$ cat src/rtl/snd_arbiter.sv
// ---------------------------------------------------------------------------
// snd_arbiter
//   Shares the single sound manager (sndm) among NREQ requesters. Each
//   requester posts a one-cycle request with a 3-bit mode. The request is
//   held in a per-requester pending slot. Slots are granted by fixed
//   priority, with index 0 highest. The arbiter drives the sndm mode/trigger
//   pair, then follows snd_playing to decide when the next sound may start.
//
// Optional feature (compile-time macro SND_ARB_PREEMPT_EN):
//   When defined, a pending request with a lower index than the current
//   grant aborts the sound during WAIT_START/PLAY and is triggered at once.
//   When undefined, no preemption takes place.
//
// Ports:
//   clk_1mhz     in   system clock
//   rst          in   synchronous, active-high reset
//   req_valid    in   [NREQ]    one-cycle request pulse per requester
//   req_mode     in   [3*NREQ]  mode of requester i in bits [3i+2:3i]
//   flush        in   one-cycle pulse, discards all pending requests
//   snd_playing  in   playing flag from sndm
//   snd_mode     out  [3]       mode presented to sndm
//   snd_trig     out  one-cycle trigger to sndm
//   grant_id     out  [IW]      requester currently or last served
//   done         out  one-cycle pulse when a granted sound finishes
//   req_ovr      out  [NREQ]    a new request overwrote an unserved one
//   busy         out  state != IDLE or any request pending
// ---------------------------------------------------------------------------
module snd_arbiter #(
    parameter int NREQ     = 4,
    parameter int GAP_CYC  = 1000,
    parameter int START_TO = 16
) (
    input  logic                                clk_1mhz,
    input  logic                                rst,
    input  logic [NREQ-1:0]                     req_valid,
    input  logic [3*NREQ-1:0]                   req_mode,
    input  logic                                flush,
    input  logic                                snd_playing,
    output logic [2:0]                          snd_mode,
    output logic                                snd_trig,
    output logic [(NREQ > 1 ? $clog2(NREQ) : 1)-1:0] grant_id,
    output logic                                done,
    output logic [NREQ-1:0]                     req_ovr,
    output logic                                busy
);

    localparam int IW = (NREQ > 1) ? $clog2(NREQ) : 1;
    localparam int TW = (START_TO > 1) ? $clog2(START_TO) : 1;
    localparam int GW = (GAP_CYC > 1) ? $clog2(GAP_CYC) : 1;

    // Terminal counts. With GAP_CYC of 0 or 1 the terminal value is 0,
    // so GAP is left on its first cycle.
    localparam logic [TW-1:0] TO_LAST  = TW'((START_TO > 0) ? START_TO - 1 : 0);
    localparam logic [GW-1:0] GAP_LAST = GW'((GAP_CYC > 1) ? GAP_CYC - 1 : 0);

    localparam logic [2:0] S_IDLE = 3'd0;
    localparam logic [2:0] S_TRIG = 3'd1;
    localparam logic [2:0] S_WAIT = 3'd2;
    localparam logic [2:0] S_PLAY = 3'd3;
    localparam logic [2:0] S_GAP  = 3'd4;

    logic [2:0]      state;
    logic [NREQ-1:0] pend;
    logic [2:0]      pmode [NREQ];
    logic [TW-1:0]   to_cnt;
    logic [GW-1:0]   gap_cnt;

    logic            win_vld;
    logic [IW-1:0]   win_idx;
    logic            grant_en;
    logic [NREQ-1:0] grant_vec;

    // Fixed-priority pick. The loop scans downward, so the lowest set
    // index is written last and wins.
    always_comb begin
        win_vld   = |pend;
        win_idx   = '0;
        grant_en  = 1'b0;
        grant_vec = '0;
        for (int i = NREQ - 1; i >= 0; i--) begin
            if (pend[i]) win_idx = IW'(i);
        end
        // A flush on the same edge wins over any grant, so nothing it
        // discards can slip through.
        if (win_vld && !flush) begin
            if (state == S_IDLE) begin
                grant_en = 1'b1;
            end
`ifdef SND_ARB_PREEMPT_EN
            else if ((state == S_WAIT || state == S_PLAY) && (win_idx < grant_id)) begin
                grant_en = 1'b1;
            end
`endif
        end
        if (grant_en) grant_vec[win_idx] = 1'b1;
    end

    // Pending flags. If a request arrives on the same edge that its slot
    // is granted, the old entry is served and the new one stays pending
    // without being reported as an overwrite.
    always_ff @(posedge clk_1mhz) begin
        if (rst) begin
            pend    <= '0;
            req_ovr <= '0;
        end else begin
            req_ovr <= '0;
            for (int i = 0; i < NREQ; i++) begin
                if (flush) begin
                    pend[i] <= 1'b0;
                end else if (req_valid[i]) begin
                    pend[i] <= 1'b1;
                    if (pend[i] && !grant_vec[i]) req_ovr[i] <= 1'b1;
                end else if (grant_vec[i]) begin
                    pend[i] <= 1'b0;
                end
            end
        end
    end

    // Pending modes are data qualified by pend, so they need no reset.
    always_ff @(posedge clk_1mhz) begin
        for (int i = 0; i < NREQ; i++) begin
            if (req_valid[i] && !flush) pmode[i] <= req_mode[3*i +: 3];
        end
    end

    // Grant and playback tracking. snd_trig is registered from the TRIG
    // state, so the trigger fires one cycle after TRIG is entered while
    // snd_mode is already stable.
    always_ff @(posedge clk_1mhz) begin
        if (rst) begin
            state    <= S_IDLE;
            snd_mode <= '0;
            grant_id <= '0;
            snd_trig <= 1'b0;
            done     <= 1'b0;
            to_cnt   <= '0;
            gap_cnt  <= '0;
        end else begin
            snd_trig <= (state == S_TRIG);
            done     <= 1'b0;
            if (grant_en) begin
                snd_mode <= pmode[win_idx];
                grant_id <= win_idx;
                state    <= S_TRIG;
                // A grant outside IDLE is a preemption: close out the
                // aborted sound.
                if (state != S_IDLE) done <= 1'b1;
            end else begin
                case (state)
                    S_IDLE: state <= S_IDLE;
                    S_TRIG: begin
                        state  <= S_WAIT;
                        to_cnt <= '0;
                    end
                    S_WAIT: begin
                        if (snd_playing) begin
                            state <= S_PLAY;
                        end else if (to_cnt == TO_LAST) begin
                            // sndm never started; treat the sound as finished.
                            done    <= 1'b1;
                            state   <= S_GAP;
                            gap_cnt <= '0;
                        end else begin
                            to_cnt <= to_cnt + 1'b1;
                        end
                    end
                    S_PLAY: begin
                        if (!snd_playing) begin
                            done    <= 1'b1;
                            state   <= S_GAP;
                            gap_cnt <= '0;
                        end
                    end
                    S_GAP: begin
                        if (gap_cnt == GAP_LAST) state <= S_IDLE;
                        else gap_cnt <= gap_cnt + 1'b1;
                    end
                    default: state <= S_IDLE;
                endcase
            end
        end
    end

    assign busy = (state != S_IDLE) || (|pend);

endmodule
$ cat config.mk
export PLATFORM = sky130hd
export DESIGN_NAME = snd_arbiter
export DESIGN_NICKNAME = d
export VERILOG_FILES = /design/src/rtl/snd_arbiter.sv
export SDC_FILE = /design/constraint.sdc
export NUM_CORES = 1
export LEC_CHECK = 0
export ABC_CLOCK_PERIOD_IN_PS = 2300
export CAP_MARGIN = 20
export CORE_MARGIN = 4
export CORE_UTILIZATION = 52
export CTS_CLUSTER_DIAMETER = 40
export DETAILED_ROUTE_END_ITERATION = 6
export PLACE_DENSITY_LB_ADDON = 0.15
export SLEW_MARGIN = 20
export SYNTH_ARGS = -nofsm -noshare
export SYNTH_HDL_FRONTEND = slang
export SYNTH_SLANG_ARGS = --single-unit
$ cat constraint.sdc
create_clock -name clk_1mhz -period 2.3 [get_ports clk_1mhz]
set_input_delay 0.345 -clock clk_1mhz [delete_from_list [all_inputs] [get_ports clk_1mhz]]
set_output_delay 0.345 -clock clk_1mhz [all_outputs]
set_load 0.005 [all_outputs]
==> summary.txt, run 1 <==
Run status
  – Status: complete, no violations

Hold path
  – Startpoint of the worst hold path: grant_id[0]
  – Worst Hold Depth: 2
  – Hold EP: grant_id[0]
  – Min-delay worst type: reg -> reg

Setup path
  – CP Data Arrival Time: 1.73 ns
  – Worst path required time: 1.96 ns
  – Crit start category: flop
  – Slowest CP cell: clkdlybuf4s50_1
  – R2R cell count: 4
  – FF-to-FF setup slack: between 0.3 and 0.4 ns
  – Worst r2r dst: grant_id[0]
  – Crit Path Class: reg -> out
  – CP peak stage delay: ~0.46 ns
  – Endpoint class of the critical path: output pin
  – Critical path fanouts, max: 11
  – FF-to-FF Start: state[1]
  – Cell breakdown of the critical path: or3_4 -> nand2b_1 -> clkdlybuf4s50_1

Synthesis
  – Post-synth top cells: dfxtp_1, a21oi_1, edfxtp_1
  – Post-synthesis sequential area ratio: 0.506
  – Post-synth EDFFs: 12
  – Top cells by area, synth: dfxtp_1, edfxtp_1, a21oi_1
  – Synth Area in Adders: 0.0127
  – Post-synthesis mux area share: 0.00506
  – Ys async rst share: 0
  – Mapped cell area: 0.00198 sq mm
  – Post-synth net total: between 200 and 250
  – Synth Area in XOR/XNOR: 0
  – Top cell type's share of synthesized area: 0.324
  – Synth cell types: 43
  – Largest family of logic cells by synthesized area: simple AND/OR/NAND/NOR gates
  – Synth Area in Compound Gates: 0.212
  – Syn avg cell area: between 9 and 10 sq um
  – Synth Instances: between 200 and 250
  – Top-count cell post-synth: dfxtp_1
  – Area leader, netlist: dfxtp_1
  – Yosys warning total: 0
  – Post-Synth Simple-Gate Area: 0.216
  – Synthesized flop and latch total: 44
  – Post-synth top flop: dfxtp_1

Final layout
  – Layout cells sized above 1: 0.0678
  – Layout area overhead: 22.3%
  – Nets: 257
  – Area of the multi-input gates: slightly below 900 sq um
  – Design area: between 0.002 and 0.0025 sq mm
  – FILL cells: 300
  – Sequential cell area: ~0.001 sq mm
  – Diodes inserted: 0

Global routing
  – Vias in the first global route: 1,523
  – Grt total ovfl: 0
  – First-pass GRT wire length: 6.81 mm
  – Largest net degree at the start of global routing: 21
  – Antenna violations before repair: 0
  – Global Route Usage Sum: 0.175

Clock network
  – Post-CTS Resized: 0
  – CTS Root Cell: clkbuf_8
  – TritonCTS clock tree: built
  – Clock buffer depth: 2
  – CTS Buf Count: 5
  – Clock latency on the worst-skew pair: about 0.29 ns
  – Clock sink count: 44
  – CTS Hold Bufs: 0
  – Htree depth: 2
  – Setup Buffers After CTS: 0
  – Worst-path clk slew: 0.08 ns

Timing
  – Setup Viol. Count Final: 0
  – RSZ-0062 raised after global routing: no
  – Max Fclk: 482 MHz
  – Clk_skew: about 0.0035 ns
  – Headroom to the max-slew limit: 0.682
  – Worst Tran Pin Value: around 0.48 ns
  – Fin crit share: 0.902
  – Final worst path period need: roughly 2.1 ns
  – Pins over their slew limit: 0
  – Final hold vios: 0
  – Final TNS setup: 0 ns

Placement
  – GP Congestion: roughly 0.93
  – IO buf count: 31
  – Placed instance area: ~0.0023 sq mm
  – Hpwl dp: 3.08 mm

Route
  – Drt wl/cell: ~15 microns
  – Initial detailed-routing violation count: 191
  – Antenna-violating nets left: 0
  – Vias per Instance: approximately 5.9
  – Initial DRT Pass Iterations: 4
  – DRC: 0
  – Final WL: around 4.2 mm
  – Vias: ~1,700

Die
  – Die width: 69.7 microns
  – Ports: 32
  – Die ar.: 0.00485 sq mm
  – Row Count: 22
  – Die height: 69.7 microns
  – Initial Util: 0.540
  – CORE AREA: approximately 0.0037 sq mm

Power
  – Max IR drop VDD: between 0.4 and 0.5 mV
  – Static Leak: a little over 0.8 nW
  – PD cells: slightly above 600 mW/mm^2

Job
  – Max Cap Viol: 0
==> cell usage in the layout (no fill, tap or decap), types with 7 or more instances in the layout <==
cell	instances
inv_1	8
nand3_1	9
nand2b_1	8
a221oi_1	7
nor3_1	8
nor2b_1	7
nand2_1	11
clkdlybuf4s50_1	31
nor2_1	10
o21ai_0	11
a21oi_1	13
dfxtp_1	32
edfxtp_1	12
==> state kept, by name, indices dropped and copies added (netlist names) <==
register  flops
pend          4
grant_id      2
snd_mode      3
to_cnt        4
pmode        12
state         3
req_ovr       4
snd_trig      1
gap_cnt      10
done          1
==> how the worst max path moves through the flow <==
| stage | from | end | cells past startpoint |
|---|---|---|---|
| detailed placement | flush | grant_id[0] | 4 |
| CTS | state[1] | busy | 3 |
| global placement | flush | grant_id[0] | 4 |
| global route | pend[2] | busy | 3 |
| finish | state[1] | busy | 3 |
| floorplan | state[0] | grant_id[0] | 6 |
==> stage by stage <==
step	instances	setup slack (ns)	utilization	hold WS [ns]	total power, mW
global placement	276	0.417	0.637	0.452	1.03
detailed placement	276	0.381	0.637	0.452	1.04
finish	284	0.224	0.660	0.459	1.48
floorplan	205	0.499	-	0.444	0.957
global route	284	0.0712	0.660	0.480	1.55
CTS	284	0.213	0.660	0.464	1.50
==> kinds of logic after synthesis <==
family,Yosys count
muxes,1
AOI/OAI and AO/OA,61
adders and majority gates,2
and+or+nand+nor,76
buffers and inverters,21
DFF,44
==> layout make-up <==
type | count | share of cell area
inverter | 8 | 0.0124
clock buffer | 6 | 0.0300
tap | 48 | 0.0248
clock inverter | 2 | 0.00466
timing repair buffer | 36 | 0.149
multi-input combinational | 140 | 0.365
sequential | 44 | 0.414
==> where the power goes <==
| part | leakage, nW | internal (mW) | switching (mW) |
|---|---|---|---|
| Sequential | 0.372 | 0.827 | 0.0256 |
| Combinational | 0.399 | 0.0958 | 0.0735 |
| Clock | 0.0388 | 0.211 | 0.250 |
| Total | 0.810 | 1.13 | 0.349 |
==> worst max-delay path, delay by kind of cell (launching register included) <==
family,cells,cell delay [ns]
buffers and inverters,1,0.46
DFF,1,0.40
and+or+nand+nor,2,0.57
==> routing by layer <==
layer | wire length [microns] | up-vias | GRT usage
met2 | 1880 | 54 | 0.258
met3 | 270 | 9 | 0.0580
met1 | 1930 | 785 | 0.230
li1 | - | 832 | -
met4 | 90 | 0 | 0.0872
met5 | 0 | - | 0
No activity file was read; power rests on OpenSTA's default activity.
==> inputs of run 2 (changes only) <==
--- a/config.mk
+++ b/config.mk
@@ -7,9 +7,7 @@
 export LEC_CHECK = 0
 export ABC_CLOCK_PERIOD_IN_PS = 2300
 export CAP_MARGIN = 20
-export CORE_MARGIN = 4
 export CORE_UTILIZATION = 52
-export CTS_CLUSTER_DIAMETER = 40
 export DETAILED_ROUTE_END_ITERATION = 6
 export PLACE_DENSITY_LB_ADDON = 0.15
 export SLEW_MARGIN = 20
==> run 2 against run 1 <==
Non-clock buffer count increased by 1. Critical path type unchanged. Die area decreased by 16%. Clock-buffer cell count increased by 1. Worst setup slack got worse by 0.049 ns. Wire length increased by 3.0%. Highest routed layer unchanged. Clock skew increased by 0.0047 ns. Worst hold slack improved by 0.0062 ns. Core utilization decreased by 0.20 points. First-iteration DRC count increased by 2.6%. Largest cell class unchanged. Maximum frequency decreased by 2.3%. Critical path depth unchanged. Via count increased by 2.4%. Critical endpoint unchanged.
==> summary.txt, run 2 (synthesized netlist as in run 1, its figures left out) <==
Global routing
  – Largest net degree at the start of global routing: 15 (was 21)
  – Vias in the first global route: 1,564 (was 1,523)
  – Antenna violations before repair: 0 (unchanged)
  – Global Route Usage Sum: 0.233 (was 0.175)
  – First-pass GRT wire length: 7.18 mm (was 6.81 mm)
  – Grt total ovfl: 0 (unchanged)

Final layout
  – Max FFs per register: 12 (unchanged)
  – Most common cell after layout, fill and taps aside: dfxtp_1 (unchanged)
  – Final Util: 0.658 (was 0.660)
  – Largest Register: pmode (unchanged)
  – Most frequent cells in the layout: dfxtp_1, clkdlybuf4s50_1, a21oi_1, edfxtp_1 (unchanged)
  – FILL cells: 289 (was 300)
  – Largest registers: pmode x12, gap_cnt x10 (unchanged)
  – Diodes inserted: 0 (unchanged)
  – Layout cells sized above 1: 0.0717 (was 0.0678)
  – Sequential cell area: 0.00100 sq mm (unchanged)
  – Nets: 258 (was 257)
  – Area of the multi-input gates: 882 sq um (unchanged)
  – Layout area overhead: 21.9% (was 22.3%)

Timing
  – RSZ-0062 raised after global routing: no (unchanged)
  – Max Fclk: 471 MHz (was 482 MHz)
  – Headroom to the max-slew limit: 0.643 (was 0.682)
  – Final hold vios: 0 (unchanged)
  – Fin crit share: 0.924 (was 0.902)
  – Pins over their slew limit: 0 (unchanged)
  – Clk_skew: 0.00815 ns (was 0.00349 ns)
  – Setup ws final: 0.175 ns (was 0.224 ns)
  – Setup Viol. Count Final: 0 (unchanged)
  – Final worst path period need: 2.12 ns (was 2.08 ns)
  – Worst Tran Pin Value: 0.534 ns (was 0.476 ns)
  – Final TNS setup: 0 ns (unchanged)

Run status
  – Status: complete, no violations (unchanged)

Setup path
  – Delay-heaviest family, CP: simple AND/OR/NAND/NOR gates (unchanged)
  – Critical Path Start: pend[2] (was state[1])
  – Crit start category: flop (unchanged)
  – Buf/Inv on CP: 1 (unchanged)
  – Worst r2r dst: grant_id[0] (unchanged)
  – FF-to-FF setup slack: 0.34 ns (was 0.36 ns)
  – CP Data Arrival Time: 1.78 ns (was 1.73 ns)
  – Cell breakdown of the critical path: nor4_1 -> nand2b_1 -> clkdlybuf4s50_1 (was or3_4 -> nand2b_1 -> clkdlybuf4s50_1)
  – Crit Path Class: reg -> out (unchanged)
  – R2R cell count: 4 (unchanged)
  – Endpoint class of the critical path: output pin (unchanged)
  – Slowest CP cell: nor4_1 (was clkdlybuf4s50_1)
  – FF-to-FF Start: state[1] (unchanged)
  – Worst path required time: 1.96 ns (about the same)
  – CP peak stage delay: 0.49 ns (was 0.46 ns)
  – Critical path fanouts, max: 10 (was 11)

Hold path
  – Worst Hold Depth: 2 (unchanged)
  – Min-delay worst type: reg -> reg (unchanged)
  – Hold EP: grant_id[0] (unchanged)
  – Startpoint of the worst hold path: grant_id[0] (unchanged)

Clock network
  – CTS Buf Count: 5 (unchanged)
  – Clock buffer depth: 2 (unchanged)
  – Worst-path clk slew: 0.08 ns (about the same)
  – Clock sink count: 44 (unchanged)
  – Setup Buffers After CTS: 0 (unchanged)
  – CTS Hold Bufs: 0 (unchanged)
  – TritonCTS clock tree: built (unchanged)
  – Htree depth: 2 (unchanged)
  – CTS Root Cell: clkbuf_8 (unchanged)
  – Post-CTS Resized: 0 (unchanged)
  – Clock latency on the worst-skew pair: 0.30 ns (was 0.29 ns)

Placement
  – GP Congestion: 0.873 (was 0.927)
  – IO buf count: 31 (unchanged)
  – DP Worst Slack: 0.370 ns (was 0.381 ns)
  – Hpwl dp: 3.08 mm (about the same)

Die
  – Die height: 63.7 microns (was 69.7 microns)
  – Ports: 32 (unchanged)
  – Row Count: 22 (unchanged)
  – Die width: 63.7 microns (was 69.7 microns)
  – Die ar.: 0.00405 sq mm (was 0.00485 sq mm)
  – Initial Util: 0.540 (unchanged)
  – CORE AREA: 0.00366 sq mm (unchanged)

Job
  – Max Cap Viol: 0 (unchanged)

Power
  – PD cells: 619 mW/mm^2 (was 613 mW/mm^2)
  – Static Leak: 0.814 nW (was 0.810 nW)
  – Max IR drop VDD: 0.419 mV (was 0.439 mV)

Route
  – Vias per Instance: 6.04 (was 5.92)
  – Antenna-violating nets left: 0 (unchanged)
  – Vias: 1,720 (was 1,680)
  – Initial detailed-routing violation count: 196 (was 191)
  – Drt wl/cell: 15.1 microns (was 14.7 microns)
  – Initial DRT Pass Iterations: 5 (was 4)
  – Final WL: 4.29 mm (was 4.17 mm)
  – DRC: 0 (unchanged)
run 2: cell count changes in the layout (fill, tap and decap cells not counted), sizes merged:
cell	delta
clkbuf	+1
buf	+1
clkinvlp	-1
run 2: area by class of cell:
type                    count  share of cell area
flip-flops and latches     44               0.415
multi-input cells         140               0.366
repair buffers             37               0.147
clock buffers               7              0.0317
well taps                  48              0.0249
inverters                   8              0.0125
clock inverters             1             0.00208
run 2: stage by stage:
stage                     cell area (sq um)  power (mW)  hold slack, ns  instances
after floorplan                        1980       0.957           0.444        205
after global placement                 2330        1.03           0.449        277
after detailed placement               2330        1.04           0.463        277
after CTS                              2410        1.50           0.474        285
after global routing                   2410        1.56           0.489        285
final                                  2410        1.49           0.466        285
run 2: worst min-delay path, delay by kind of cell (launching register included):
family	cells	cell delay, ns
compound gates	1	0.05
flops	1	0.31
simple gates	1	0.07
run 2: routing by layer:
metal / global-route usage / up-vias / routed length, microns
li1: - / 832 / -
met1: 0.295 / 820 / 1920
met2: 0.382 / 63 / 2080
met3: 0.0489 / 5 / 234
met4: 0.0966 / 0 / 62
met5: 0 / - / 0
run 2: worst max-delay path by stage:
stage                  end  cells past startpoint
6_report              busy                      3
5_1_grt               busy                      3
4_1_cts               busy                      3
3_5_place_dp   grant_id[0]                      4
2_1_floorplan  grant_id[0]                      6
3_3_place_gp   grant_id[0]                      4
run 2: report_power, final:
part / switching, mW / internal [mW]
combinational: 0.0760 / 0.0946
sequential: 0.0268 / 0.827
clock: 0.253 / 0.213
==> inputs of run 3 (changes only) <==
--- a/config.mk
+++ b/config.mk
@@ -5,9 +5,9 @@
 export SDC_FILE = /design/constraint.sdc
 export NUM_CORES = 1
 export LEC_CHECK = 0
-export ABC_CLOCK_PERIOD_IN_PS = 2300
+export ABC_CLOCK_PERIOD_IN_PS = 2500
 export CAP_MARGIN = 20
-export CORE_UTILIZATION = 52
+export CORE_UTILIZATION = 56
 export DETAILED_ROUTE_END_ITERATION = 6
 export PLACE_DENSITY_LB_ADDON = 0.15
 export SLEW_MARGIN = 20
==> constraint.sdc (replaced) <==
create_clock -name clk_1mhz -period 2.5 [get_ports clk_1mhz]
set_input_delay 0.375 -clock clk_1mhz [delete_from_list [all_inputs] [get_ports clk_1mhz]]
set_output_delay 0.375 -clock clk_1mhz [all_outputs]
set_load 0.005 [all_outputs]
==> run 3 against run 2 <==
Die area shrank 6.9%. Final area fell by 2.0%. Combinational power fell by 11%. Via count down 1.0%. Clock-buffer cell count stayed put. Final cell count shrank 1.4%. Largest cell class unchanged. Largest power group unchanged.
==> summary.txt, run 3 (synthesized netlist as in run 1, its figures left out) <==
Timing
  – Final TNS setup: 0 ns (unchanged)
  – Fin crit share: 0.870
  – Headroom to the max-slew limit: 0.701 (was 0.643)
  – Max Fclk: between 400 and 500 MHz
  – Final hold vios: 0 (unchanged)
  – Clk_skew: 0.0100 ns (was 0.00815 ns)
  – Setup ws final: 0.325 ns (was 0.175 ns)
  – RSZ-0062 raised after global routing: no (unchanged)
  – Pins over their slew limit: 0 (unchanged)
  – Setup Viol. Count Final: 0 (unchanged)
  – Worst Tran Pin Value: 0.445 ns (was 0.534 ns)
  – Final worst path period need: 2.17 ns

Setup path
  – Crit Path Class: reg -> out (unchanged)
  – Endpoint class of the critical path: output pin (unchanged)
  – CP Data Arrival Time: 1.80 ns (was 1.78 ns)
  – Critical path fanouts, max: 11 (was 10)
  – Crit start category: flop (unchanged)
  – Worst path required time: 2.12 ns (was 1.96 ns)

Route
  – Vias: 1,702 (was 1,720)
  – Initial detailed-routing violation count: 151 (was 196)
  – Drt wl/cell: 15.2 microns (was 15.1 microns)
  – Final WL: 4.27 mm (was 4.29 mm)
  – Vias per Instance: 6.06 (was 6.04)
  – DRC: 0 (unchanged)
  – Initial DRT Pass Iterations: 5 (unchanged)
  – Antenna-violating nets left: 0 (unchanged)

Final layout
  – Largest Register: pmode (unchanged)
  – Layout area overhead: 19.4% (was 21.9%)
  – Diodes inserted: 0 (unchanged)
  – Most common cell after layout, fill and taps aside: dfxtp_1 (unchanged)
  – Layout cells sized above 1: 0.0638 (was 0.0717)
  – Sequential cell area: 0.00100 sq mm (unchanged)
  – Largest registers: pmode x12, gap_cnt x10 (unchanged)
  – FILL cells: 277 (was 289)
  – Most frequent cells in the layout: dfxtp_1, clkdlybuf4s50_1, a21oi_1, edfxtp_1 (unchanged)
  – Area of the multi-input gates: 882 sq um (unchanged)
  – Nets: 256 (was 258)
  – Max FFs per register: 12 (unchanged)

Die
  – Ports: 32 (unchanged)
  – Die width: 61.4 microns (was 63.7 microns)
  – Initial Util: 0.588 (was 0.540)
  – CORE AREA: 0.00336 sq mm (was 0.00366 sq mm)
  – Die ar.: 0.00377 sq mm (was 0.00405 sq mm)
  – Row Count: 21 (was 22)
  – Die height: 61.4 microns (was 63.7 microns)

Power
  – Flop pwr share: 0.621 (was 0.573)
  – Max IR drop VDD: 0.315 mV (was 0.419 mV)
  – Part of the power in combinational logic: 0.121 (was 0.114)
  – Power Internal: 956 uW (was 1.13 mW)
  – Switch share: 0.244 (was 0.239)
  – PD cells: 536 mW/mm^2 (was 619 mW/mm^2)
  – Sw Pwr: 309 uW (was 356 uW)
  – Share of power burned in the clock network: 0.258 (was 0.313)
  – Static Leak: 0.791 nW (was 0.814 nW)

Global routing
  – Global Route Usage Sum: 0.258 (was 0.233)
  – Largest net degree at the start of global routing: 20 (was 15)
  – Vias in the first global route: 1,565 (was 1,564)
  – Antenna violations before repair: 0 (unchanged)
  – First-pass GRT wire length: 7.00 mm (was 7.18 mm)
  – Grt total ovfl: 0 (unchanged)

Clock network
  – TritonCTS clock tree: built (unchanged)
  – Clock sink count: 44 (unchanged)
  – Clock latency on the worst-skew pair: 0.35 ns (was 0.30 ns)
  – Clock buffer depth: 2 (unchanged)
  – CTS Buf Count: 5 (unchanged)
  – Setup Buffers After CTS: 0 (unchanged)
  – CTS Hold Bufs: 0 (unchanged)
  – CTS Root Cell: clkbuf_4 (was clkbuf_8)
  – Htree depth: 2 (unchanged)
  – Worst-path clk slew: 0.12 ns (was 0.08 ns)
  – Post-CTS Resized: 0 (unchanged)

Placement
  – Hpwl dp: 3.08 mm (about the same)
  – DP Worst Slack: 0.395 ns (was 0.370 ns)
  – IO buf count: 31 (unchanged)
  – GP Congestion: 0.889 (was 0.873)

Job
  – Max Cap Viol: 0 (unchanged)

Run status
  – Status: complete, no violations (unchanged)

Hold path
  – Min-delay worst type: reg -> reg (unchanged)
run 3: area by class of cell:
class	count	share of cell area
clock inverter	1	0.00212
multi-input combinational	140	0.374
sequential	44	0.424
clock buffer	7	0.0191
timing repair buffer	35	0.144
tap	46	0.0244
inverter	8	0.0127
run 3: power by group through the flow:
| stage | clock network, mW | logic, mW | registers, mW |
|---|---|---|---|
| 3_5_place_dp | 0 | 0.152 | 0.801 |
| 6_report | 0.327 | 0.153 | 0.785 |
| 3_3_place_gp | 0 | 0.147 | 0.800 |
| 5_1_grt | 0.369 | 0.167 | 0.790 |
| 4_1_cts | 0.338 | 0.153 | 0.785 |
| 2_1_floorplan | 0 | 0.0918 | 0.788 |
run 3: worst paths after layout:
path,from,end,slack (ns),depth (start not counted)
setup / recovery,state[1],busy,0.33,3
hold / removal,grant_id[1],grant_id[1],0.48,2
setup reg to reg,state[1],grant_id[0],0.54,4
hold reg to reg,grant_id[1],grant_id[1],0.48,2
run 3: critical path, cell delays in order, from the launching register on:
cell and delay, ns:
dfxtp_1 0.42, or3_4 0.43, nand2b_1 0.15, clkdlybuf4s50_1 0.45
run 3: metrics by stage:
step           hold WS, ns  total power [mW]  instances  utilization  area (sq um)
2_1_floorplan        0.444             0.880        205            -          1980
5_1_grt              0.498              1.33        281        0.702          2360
3_3_place_gp         0.460             0.947        273        0.687          2310
6_report             0.476              1.26        281        0.702          2360
4_1_cts              0.476              1.28        281        0.702          2360
3_5_place_dp         0.458             0.953        273        0.687          2310
run 3: routing by layer:
layer	global-route usage	vias to the layer above	part of all wire
li1	-	835	-
met1	0.336	790	0.45
met2	0.415	71	0.47
met3	0.0483	6	0.063
met4	0.127	0	0.012
met5	0	-	0
